**src/rtl/clint_arbiter_pkg.sv**
```systemverilog
// Shared master IDs and CLINT register map for the CLINT port arbiter.
package clint_arbiter_pkg;

  localparam logic ARB_M0 = 1'b0;
  localparam logic ARB_M1 = 1'b1;

  localparam logic [31:0] MSIP_BASE     = 32'h0000_0000;
  localparam logic [31:0] MTIMECMP_BASE = 32'h0000_0010;
  localparam logic [31:0] MTIME_BASE    = 32'h0000_0018;

  function automatic logic [1:0] id2gnt(input logic id);
    return id ? 2'b10 : 2'b01;
  endfunction

endpackage

```
**src/rtl/clint_arbiter_arb_rr2.sv**
```systemverilog
// Two-way grant cell: combinational grant, last-winner pointer and lock-run counter.
// The lock inputs are only driven by the top when CLINT_ARB_LOCK_EN is defined.
module clint_arbiter_arb_rr2
  import clint_arbiter_pkg::*;
#(
  parameter bit PRIO_M0  = 1'b0,
  parameter int LOCK_MAX = 4
) (
  input  logic       clk,
  input  logic       resetb,
  input  logic [1:0] req,
  input  logic [1:0] lock,
  input  logic       accept,
  output logic [1:0] gnt
);

  localparam int CW = $clog2(LOCK_MAX + 1);
  localparam logic [CW-1:0] LMAX = CW'(LOCK_MAX);

  logic          last_q, last_d;
  logic [CW-1:0] cnt_q, cnt_d;
  logic          win;

  always_comb begin
    win = ARB_M0;
    if (req == 2'b10) begin
      win = ARB_M1;
    end else if (req == 2'b11) begin
      // A locked holder keeps the port until its run is used up, then yields once.
      if (lock[last_q]) win = (cnt_q < LMAX) ? last_q : ~last_q;
      else              win = PRIO_M0 ? ARB_M0 : ~last_q;
    end
    gnt = (req == 2'b00) ? 2'b00 : id2gnt(win);
  end

  always_comb begin
    last_d = last_q;
    cnt_d  = cnt_q;
    if (!lock[last_q]) cnt_d = '0;
    if (accept && (req != 2'b00)) begin
      last_d = win;
      if (!lock[win])          cnt_d = '0;
      else if (win != last_q)  cnt_d = CW'(1);
      else if (cnt_q < LMAX)   cnt_d = cnt_q + CW'(1);
    end
  end

  always_ff @(posedge clk or negedge resetb) begin
    if (!resetb) begin
      last_q <= ARB_M1;
      cnt_q  <= '0;
    end else begin
      last_q <= last_d;
      cnt_q  <= cnt_d;
    end
  end

endmodule

```
**src/rtl/clint_arbiter.sv**
```systemverilog
// Arbitrates the CLINT write and read channels between the core (m0) and debug/DMA (m1).
// Define CLINT_ARB_LOCK_EN to add m*_lock inputs for atomic multi-beat accesses.
module clint_arbiter
  import clint_arbiter_pkg::*;
#(
  parameter int AW       = 32,
  parameter int DW       = 32,
  parameter bit PRIO_M0  = 1'b0,
  parameter int LOCK_MAX = 4
) (
  input  logic          clk,
  input  logic          resetb,
`ifdef CLINT_ARB_LOCK_EN
  input  logic          m0_lock,
  input  logic          m1_lock,
`endif
  input  logic          m0_wready,
  output logic          m0_wvalid,
  input  logic [AW-1:0] m0_waddr,
  input  logic [DW-1:0] m0_wdata,
  input  logic [3:0]    m0_wstrb,
  input  logic          m0_rready,
  output logic          m0_rvalid,
  input  logic [AW-1:0] m0_raddr,
  output logic          m0_rresp,
  output logic [DW-1:0] m0_rdata,
  input  logic          m1_wready,
  output logic          m1_wvalid,
  input  logic [AW-1:0] m1_waddr,
  input  logic [DW-1:0] m1_wdata,
  input  logic [3:0]    m1_wstrb,
  input  logic          m1_rready,
  output logic          m1_rvalid,
  input  logic [AW-1:0] m1_raddr,
  output logic          m1_rresp,
  output logic [DW-1:0] m1_rdata,
  output logic          s_wready,
  output logic [AW-1:0] s_waddr,
  output logic [DW-1:0] s_wdata,
  output logic [3:0]    s_wstrb,
  input  logic          s_wvalid,
  output logic          s_rready,
  output logic [AW-1:0] s_raddr,
  input  logic          s_rvalid,
  input  logic          s_rresp,
  input  logic [DW-1:0] s_rdata
);

  logic [1:0] wreq, rreq, wgnt, rgnt, lock;
  logic       w_win, r_win, rd_acc;
  logic       rd_pend_q, rd_pend_d;
  logic       rd_owner_q, rd_owner_d;

`ifdef CLINT_ARB_LOCK_EN
  assign lock = {m1_lock, m0_lock};
`else
  assign lock = 2'b00;
`endif

  assign wreq = {m1_wready, m0_wready};
  assign rreq = {m1_rready, m0_rready};

  clint_arbiter_arb_rr2 #(.PRIO_M0(PRIO_M0), .LOCK_MAX(LOCK_MAX)) u_warb (
    .clk(clk), .resetb(resetb), .req(wreq), .lock(lock), .accept(s_wvalid), .gnt(wgnt)
  );

  clint_arbiter_arb_rr2 #(.PRIO_M0(PRIO_M0), .LOCK_MAX(LOCK_MAX)) u_rarb (
    .clk(clk), .resetb(resetb), .req(rreq), .lock(lock), .accept(s_rvalid), .gnt(rgnt)
  );

  assign w_win    = wgnt[1];
  assign r_win    = rgnt[1];

  assign s_wready = |wreq;
  assign s_waddr  = w_win ? m1_waddr : m0_waddr;
  assign s_wdata  = w_win ? m1_wdata : m0_wdata;
  assign s_wstrb  = w_win ? m1_wstrb : m0_wstrb;
  assign s_rready = |rreq;
  assign s_raddr  = r_win ? m1_raddr : m0_raddr;

  assign m0_wvalid = wgnt[0] & s_wvalid;
  assign m1_wvalid = wgnt[1] & s_wvalid;
  assign m0_rvalid = rgnt[0] & s_rvalid;
  assign m1_rvalid = rgnt[1] & s_rvalid;

  // Owner is recaptured on every accept so back-to-back reads pipeline with latency 1.
  assign rd_acc = s_rready & s_rvalid;

  always_comb begin
    rd_pend_d  = rd_acc;
    rd_owner_d = rd_owner_q;
    if (rd_acc) rd_owner_d = r_win;
  end

  always_ff @(posedge clk or negedge resetb) begin
    if (!resetb) begin
      rd_pend_q  <= 1'b0;
      rd_owner_q <= ARB_M0;
    end else begin
      rd_pend_q  <= rd_pend_d;
      rd_owner_q <= rd_owner_d;
    end
  end

  assign m0_rresp = s_rresp & rd_pend_q & (rd_owner_q == ARB_M0);
  assign m1_rresp = s_rresp & rd_pend_q & (rd_owner_q == ARB_M1);
  assign m0_rdata = s_rdata;
  assign m1_rdata = s_rdata;

endmodule

```
**config.mk**
```make
export PLATFORM = sky130hd
export DESIGN_NAME = clint_arbiter
export DESIGN_NICKNAME = d
export VERILOG_FILES = /design/src/rtl/clint_arbiter_pkg.sv /design/src/rtl/clint_arbiter_arb_rr2.sv /design/src/rtl/clint_arbiter.sv
export SDC_FILE = /design/constraint.sdc
export NUM_CORES = 1
export LEC_CHECK = 0
export CAP_MARGIN = 20
export CORE_AREA = 2 2 159 161
export DETAILED_ROUTE_END_ITERATION = 12
export DIE_AREA = 0 0 161 163
export PLACE_DENSITY = 0.51
export SLEW_MARGIN = 5
export SYNTH_ARGS = -nofsm -noshare
export SYNTH_HDL_FRONTEND = slang
export SYNTH_SLANG_ARGS = --single-unit
```
**constraint.sdc**
```tcl
create_clock -name clk -period 2 [get_ports clk]
set_input_delay 0.4 -clock clk [delete_from_list [all_inputs] [get_ports clk]]
set_output_delay 0.4 -clock clk [all_outputs]
set_load 0.01 [all_outputs]
```
==> metrics <==
status=complete, but fails checks; failing checks=negative setup slack; Finished Cell Area=0.00588 mm2; Core Rows=58; Hold Crit Class=primary input to asynchronous set/reset pin; Clock transition at path regs=0.03 ns; max_cap viols=0; Syn Nets=442; Seq/Total Area, Yosys=5.08%; dpl cells=795; CP Class=flip-flop to output port; f_max=0.461 GHz; CTS max path bufs=2; Power Dens Cells=367 mW/mm2; crit start category=flip-flop; CTS H-Tree Depth=1; Tot Pwr=2.16 mW; Avg Inst Size Synth=10.1 um2; total CTS buffers=3; Fin Hold WS=0.382 ns; post-synth cell types=20; core area=0.0247 mm2; post-route ant nets=0; die height=163 um; worst r2r src=u_warb.last_q; Worst R2R End=u_warb.last_q; Vias=2666; post-DP HPWL=8920 um; share of cells above drive strength 1=52.8%; GRT Total Usage=7.96%; Worst Reg-to-Reg Cells=3; Initial DRC Count=16; largest net degree at the start of global routing=9; Req. time, crit path=1.60 ns; Die Area=0.0262 mm2; final hold vios=0; setup tns final=-5.19 ns; initial antenna violation count=0; vias per std cell=3.24; vias in the first global route=3006; mapped cell area=0.00202 mm2; ant diodes=0; Setup WS post-layout=-0.168 ns; pre-CTS setup slack=-0.786 ns; Slew HR=86.8%; first-pass GRT wire length=16300 um; IO Pins=413; RSZ-0062 raised after global routing=yes; drt wl/cell=13.9 um; Pre-antenna DRT Iters=2; Final min period=2.17 ns; Pleak=2.55 nW; Syn Inst Count=201; Clock Sinks=4; measured slew at the worst slew-check pin=0.198 ns; CTS root buf=clkbuf_16; end-of-flow core utilization=23.8%; VDD IR max=0.289 mV; Synth Register Bits=4; Starting Density=8.19%; R2R setup slack=0.99 ns; Overflow after GRT=0; final max-slew violation count=0; Filler Cells Inserted=2653; input/output buffers=316; Worst EP arrival=1.77 ns; Placed Area=0.00523 mm2; Setup crit end kind=output port; Routability Congestion=0.667; worst clock skew=0.00286 ns; Worst-Skew Late Latency=0.22 ns; CTS tree=done; YS warnings=0; Finished Layout Cells=822; Setup-failing EPs final=64; Layout area overhead=191%; Worst setup startpoint=u_warb.last_q; Final Cycle Share=108%; Layout Nets=735; Post-Route WL=11400 um; die extent in x=161 um; DRC=0; crit-path max FO=6
-- worst max path at each step --
stage and to:
2_1_floorplan s_wdata[14], 3_3_place_gp s_wdata[9], 3_5_place_dp s_wdata[9], 4_1_cts s_wdata[9], 5_1_grt s_wdata[3], 6_report s_wdata[3]
-- power breakdown --
group	leakage [nW]	total, mW	internal [mW]	switching [mW]
combinational	2.47	1.74	1.20	0.541
clock	0.0370	0.307	0.255	0.0519
sequential	0.0450	0.113	0.100	0.0130
-- sequential cells by signal, indices dropped and copies added (netlist names) --
register / flops
rd_owner_q: 1
rd_pend_q: 1
u_rarb.last_q: 1
u_warb.last_q: 1
-- cell usage after synthesis --
library cell	count	area [um2]
a21bo_2	1	10.0
a21boi_2	1	11.3
a21boi_4	1	18.8
a21oi_1	5	25.0
a31oi_1	2	12.5
and2_1	1	6.26
and3_1	2	12.5
buf_4	71	533
buf_6	1	11.3
buf_8	2	30.0
dfrtp_1	2	50.1
dfstp_2	2	52.6
inv_1	1	3.75
mux2_2	80	901
mux2_4	20	300
nand2_1	4	15.0
nand2b_1	1	6.26
nor2_1	1	3.75
o21ai_0	1	5.00
or2_2	2	12.5
-- layer usage --
metal	share of wire, %	wire length (um)	vias up	GRT usage, %
li1	-	-	1229	-
met1	33	3810	1159	7.51
met2	52	5980	255	16.0
met3	13	1440	23	3.44
met4	1.3	153	0	1.42
met5	0	0	-	0
-- cells in the final DEF, fill, tap and decap left out, drive strengths merged, types with 2 or more instances in the layout --
| master | instances |
|---|---|
| clkdlybuf4s50 | 205 |
| buf | 148 |
| mux2 | 100 |
| a21oi | 5 |
| nand2 | 4 |
| dlygate4sd2 | 4 |
| clkbuf | 4 |
| dlymetal6s2s | 3 |
| a21boi | 2 |
| or2 | 2 |
| and3 | 2 |
| a31oi | 2 |
| dfrtp | 2 |
| dfstp | 2 |
-- cell type report --
cell class | instances | area, um2 | area share, %
Sequential cell | 4 | 103 | 1.74
Clock buffer | 3 | 75.1 | 1.28
Inverter | 1 | 3.75 | 0.0638
Tap cell | 330 | 413 | 7.02
Multi-Input combinational cell | 122 | 1480 | 25.2
Timing Repair Buffer | 362 | 3810 | 64.7
-- critical path: stages, from the launching register on --
cell	delay [ns]
dfstp_2	0.54
a21boi_4	0.08
buf_12	0.14
buf_12	0.13
buf_8	0.13
buf_6	0.11
mux2_4	0.29
buf_6	0.12
-- cells by family (layout without fill, tap and decap cells) --
logic type	Yosys count	after routing	synth area share, %
AND/OR/NAND/NOR	11	11	2.79
AO/OA/AOI/OAI	11	11	4.09
multiplexers	100	100	59.4
flip-flops	4	4	5.08
buffers and inverters	75	366	28.6
-- repair_timing --
action | in CTS | in global routing
cloned | 7 | 0
setup endpoints to repair | 106 | 103
pin swaps | 2 | 2
buffers inserted | 31 | 7
resized for setup | 580 | 35
hold buffers | 0 | 0
Note: power is estimated with default switching activity, not from simulation.
==> RTL edit 1: new RTL, same flow settings <==
Make the reset (`resetb`) synchronous in 2 clocked blocks.
--- a/src/rtl/clint_arbiter_arb_rr2.sv
+++ b/src/rtl/clint_arbiter_arb_rr2.sv
@@ -47,3 +47,3 @@
 
-  always_ff @(posedge clk or negedge resetb) begin
+  always_ff @(posedge clk) begin
     if (!resetb) begin
--- a/src/rtl/clint_arbiter.sv
+++ b/src/rtl/clint_arbiter.sv
@@ -94,3 +94,3 @@
 
-  always_ff @(posedge clk or negedge resetb) begin
+  always_ff @(posedge clk) begin
     if (!resetb) begin
Check against the original RTL: differs if resetb is asserted again (counterexample within 4 cycles, from zero or initial values and one cycle with resetb low); with resetb held inactive, the same outputs for 10 cycles.
==> RTL edit 1 against the original RTL <==
The flow still finishes with violations (setup timing); clock power up 2%; power down 19%; routed wire length up 5.6%; sequential cell count unchanged; cell area down 5.5%; synthesized area down 4.9%; worst setup slack better by 0.013 ns; critical path depth up 2.
==> RTL edit 1: results (changes against the original RTL) <==
outcome:
  status: "finished, violations left"  # unchanged
  violations: "setup timing"  # unchanged
sta:
  finalSetupViolCount: 29  # was 64
  setup_slack_ns: -0.156  # was -0.168 ns
  worst_pin_slew_ns: 0.231  # was 0.198 ns
  finalSetupTns_ns: -2.27  # was -5.19 ns
  skew_ns: 0.00368  # was 0.00286 ns
power_and_ir_drop:
  combPwrFrac: 0.769  # was 0.805
  internal_power_mw: 1.26  # was 1.55 mW
  pg_seq_mw: 0.0902  # was 0.113 mW
  p_leak_nw: 2.40  # was 2.55 nW
  power_switching_mw: 0.486  # was 0.605 mW
synthesis:
  synth_area_leaders: "mux2_2 53%, buf_4 27%, mux2_1 5.3%"  # was mux2_2 45%, buf_4 26%, mux2_4 15%
  netlist_instances: 202  # was 201
  netlist_top_cells_count: "91 x mux2_2, 69 x buf_4, 9 x mux2_1, 5 x buf_6, 5 x nand2_1"  # was 80 x mux2_2, 71 x buf_4, 20 x mux2_4, 5 x a21oi_1, 4 x nand2_1
  synthFlopType: "dfxtp_1"  # was dfstp_2
  async_reset_ff_frac: 0  # was 1.00
  yosysUniqueCellTypes: 18  # was 20
worst_setup_path:
  r2r_start: "u_rarb.last_q$_SDFFE_PN1P_"  # was u_warb.last_q$_DFFE_PN1P_
  startpoint: "u_warb.last_q$_SDFFE_PN1P_"  # was u_warb.last_q$_DFFE_PN1P_
  worstRegToRegCells: 6  # was 3
  endpoint: "s_waddr[6]"  # was s_wdata[3]
  max_stage_delay_ns: 0.34  # was 0.54 ns
global_route:
  gr-usage-all-layers: 0.0831  # was 0.0796
  grt_antenna_before_repair: 1  # was 0
  grt_use_met3: 0.0331  # was 0.0344
  use_met1: 0.0798  # was 0.0751
  grt_pass1_vias: 2940  # was 3006
worst_hold_path:
  min_path_type: "input port to flip-flop"  # was input port to async pin
detailed_routing:
  dr.max_layer_used: "met5"  # was met4
  routed_wl_um: 12000  # was 11400 µm
  vias: 2676  # was 2666
  drtPass1Iterations: 4  # was 2
  route.met2.wl_um: 6310  # was 5980 µm
placed_design:
  gp_congestion: 0.703  # was 0.667
  dp_hpwl_um: 9430  # was 8920 µm
cells_and_area:
  drive_above_1_share: 0.509  # was 0.528
  layout.nets: 740  # was 735
-- RTL edit 1: cell types whose count changed after synthesis, sizes merged, moves of 2 or more --
cell   change
a31oi      -2
dfrtp      -2
dfstp      -2
dfxtp      +4
-- RTL edit 1: cells by family (layout without fill, tap and decap cells) --
family	Yosys count	in the layout	share of synthesized area
DFF	4	4	0.0417
AOI/OAI and AO/OA	9	9	0.0365
buffers and inverters	76	371	0.303
and+or+nand+nor	13	13	0.0332
muxes	100	100	0.586
-- RTL edit 1: cell type report --
type,count,area [µm²]
fillers,2692,19100
repair buffers,366,3550
multi-input cells,122,1430
well taps,330,413
flip-flops and latches,4,82.6
clock buffers,3,75.1
inverters,2,7.51
-- RTL edit 1: repair_timing --
item | in CTS | in global routing
setup buffers | 24 | 10
setup endpoints to repair | 107 | 96
pin swaps | 2 | 2
gates resized for setup | 492 | 57
hold buffers | 0 | 0
cloned | 4 | 1
==> RTL edit 2: new RTL, same flow settings <==
Without the edit above. `PRIO_M0` is set to 1'b0 in 2 places; all go to 1'b1.
--- a/src/rtl/clint_arbiter_arb_rr2.sv
+++ b/src/rtl/clint_arbiter_arb_rr2.sv
@@ -5,3 +5,3 @@
 #(
-  parameter bit PRIO_M0  = 1'b0,
+  parameter bit PRIO_M0  = 1'b1,
   parameter int LOCK_MAX = 4
--- a/src/rtl/clint_arbiter.sv
+++ b/src/rtl/clint_arbiter.sv
@@ -7,3 +7,3 @@
   parameter int DW       = 32,
-  parameter bit PRIO_M0  = 1'b0,
+  parameter bit PRIO_M0  = 1'b1,
   parameter int LOCK_MAX = 4
Formal check against the unedited RTL: not equivalent (Yosys sat finds a counterexample within 4 cycles, from zero or initial values and one cycle with resetb low).
==> RTL edit 2 against the original RTL <==
Routed wire length rose by 35%; cell area is 12% lower; sequential cell count is 2 lower; first-iteration DRC count increased to 2.6 times the old value; synthesized area is 8.0% lower; power down 31%; clock skew down 0.0029 ns; cell count shrank 2.8%; utilization fell by 2.9 points; worst setup slack gained 0.20 ns.
==> RTL edit 2: results (changes against the original RTL) <==
cells_and_area:
  layout.nets: 712  # was 735
  buffers: 348  # was 362
  clkCellAreaFrac: 0.0146  # was 0.0128
  numSequentialCells: 2  # was 4
  drive_above_1_share: 0.448  # was 0.528
  fillCellCount: 2779  # was 2653
placed_design:
  dp.cells: 776  # was 795
  pre_cts_ws_ns: -0.753  # was -0.786 ns
detailed_routing:
  drtPass1Iterations: 4  # was 2
  vias: 2604  # was 2666
  drt-met1-wl_um: 5160  # was 3810 µm
  routed_wl_um: 15400  # was 11400 µm
  wl_per_cell_um: 19.2  # was 13.9 µm
  drt_iter0_drc: 41  # was 16
global_route:
  use_met2: 0.208  # was 0.160
  gr-usage-all-layers: 0.108  # was 0.0796
  grt_use_met3: 0.0471  # was 0.0344
  grt_antenna_before_repair: 3  # was 0
  grt_max_degree: 12  # was 9
power_and_ir_drop:
  swShare: 0.289  # was 0.281
  vdd_drop_max_v: 0.000484  # was 0.000289 V
  combPwrFrac: 0.767  # was 0.805
sta:
  skew_ns: 0  # was 0.00286 ns
worst_setup_path:
  startpoint: "m0_wready"  # was u_warb.last_q$_DFFE_PN1P_
  worstPathArrival_ns: 1.57  # was 1.77 ns
  reg2reg_slack_ns: 1.34  # was 0.99 ns
  max_stage_delay_ns: 0.26  # was 0.54 ns
clocking:
  cts_setup_buffers: 14  # was 31
  cts.repair.resized: 294  # was 580
synthesis:
  synth_area_leaders: "mux2_2 55%, buf_4 26%, mux2_4 7.3%"  # was mux2_2 45%, buf_4 26%, mux2_4 15%
  netlist_top_cells_count: "91 x mux2_2, 64 x buf_4, 9 x buf_2, 9 x mux2_4, 4 x nor2_1"  # was 80 x mux2_2, 71 x buf_4, 20 x mux2_4, 5 x a21oi_1, 4 x nand2_1
outcome:
  status: "finished clean"  # was finished, violations left
## RTL edit 2: cell types whose count changed after synthesis, sizes merged, moves of 2 or more
cell / change
a21boi: -2
nor2: +3
a31oi: -2
dfstp: -2
and2: +2
nand2: -3
a21oi: -4
buf: +2
## RTL edit 2: kinds of logic after synthesis
logic type	count (synthesis)	share of synthesized area
buf+inv	78	0.305
simple gates	13	0.0411
flops	2	0.0269
mux	100	0.624
compound gates	1	0.00269
## RTL edit 2: worst min path at each step
stage	from	endpoint	slack, ns	depth (start not counted)
floorplan	resetb	rd_owner_q$_DFFE_PN0P_	0.10	0
global placement	rd_owner_q$_DFFE_PN0P_	rd_owner_q$_DFFE_PN0P_	0.52	2
detailed placement	rd_owner_q$_DFFE_PN0P_	rd_owner_q$_DFFE_PN0P_	0.53	2
CTS	resetb	rd_pend_q$_DFF_PN0_	0.37	1
global route	resetb	rd_pend_q$_DFF_PN0_	0.37	1
finish	resetb	rd_pend_q$_DFF_PN0_	0.36	1
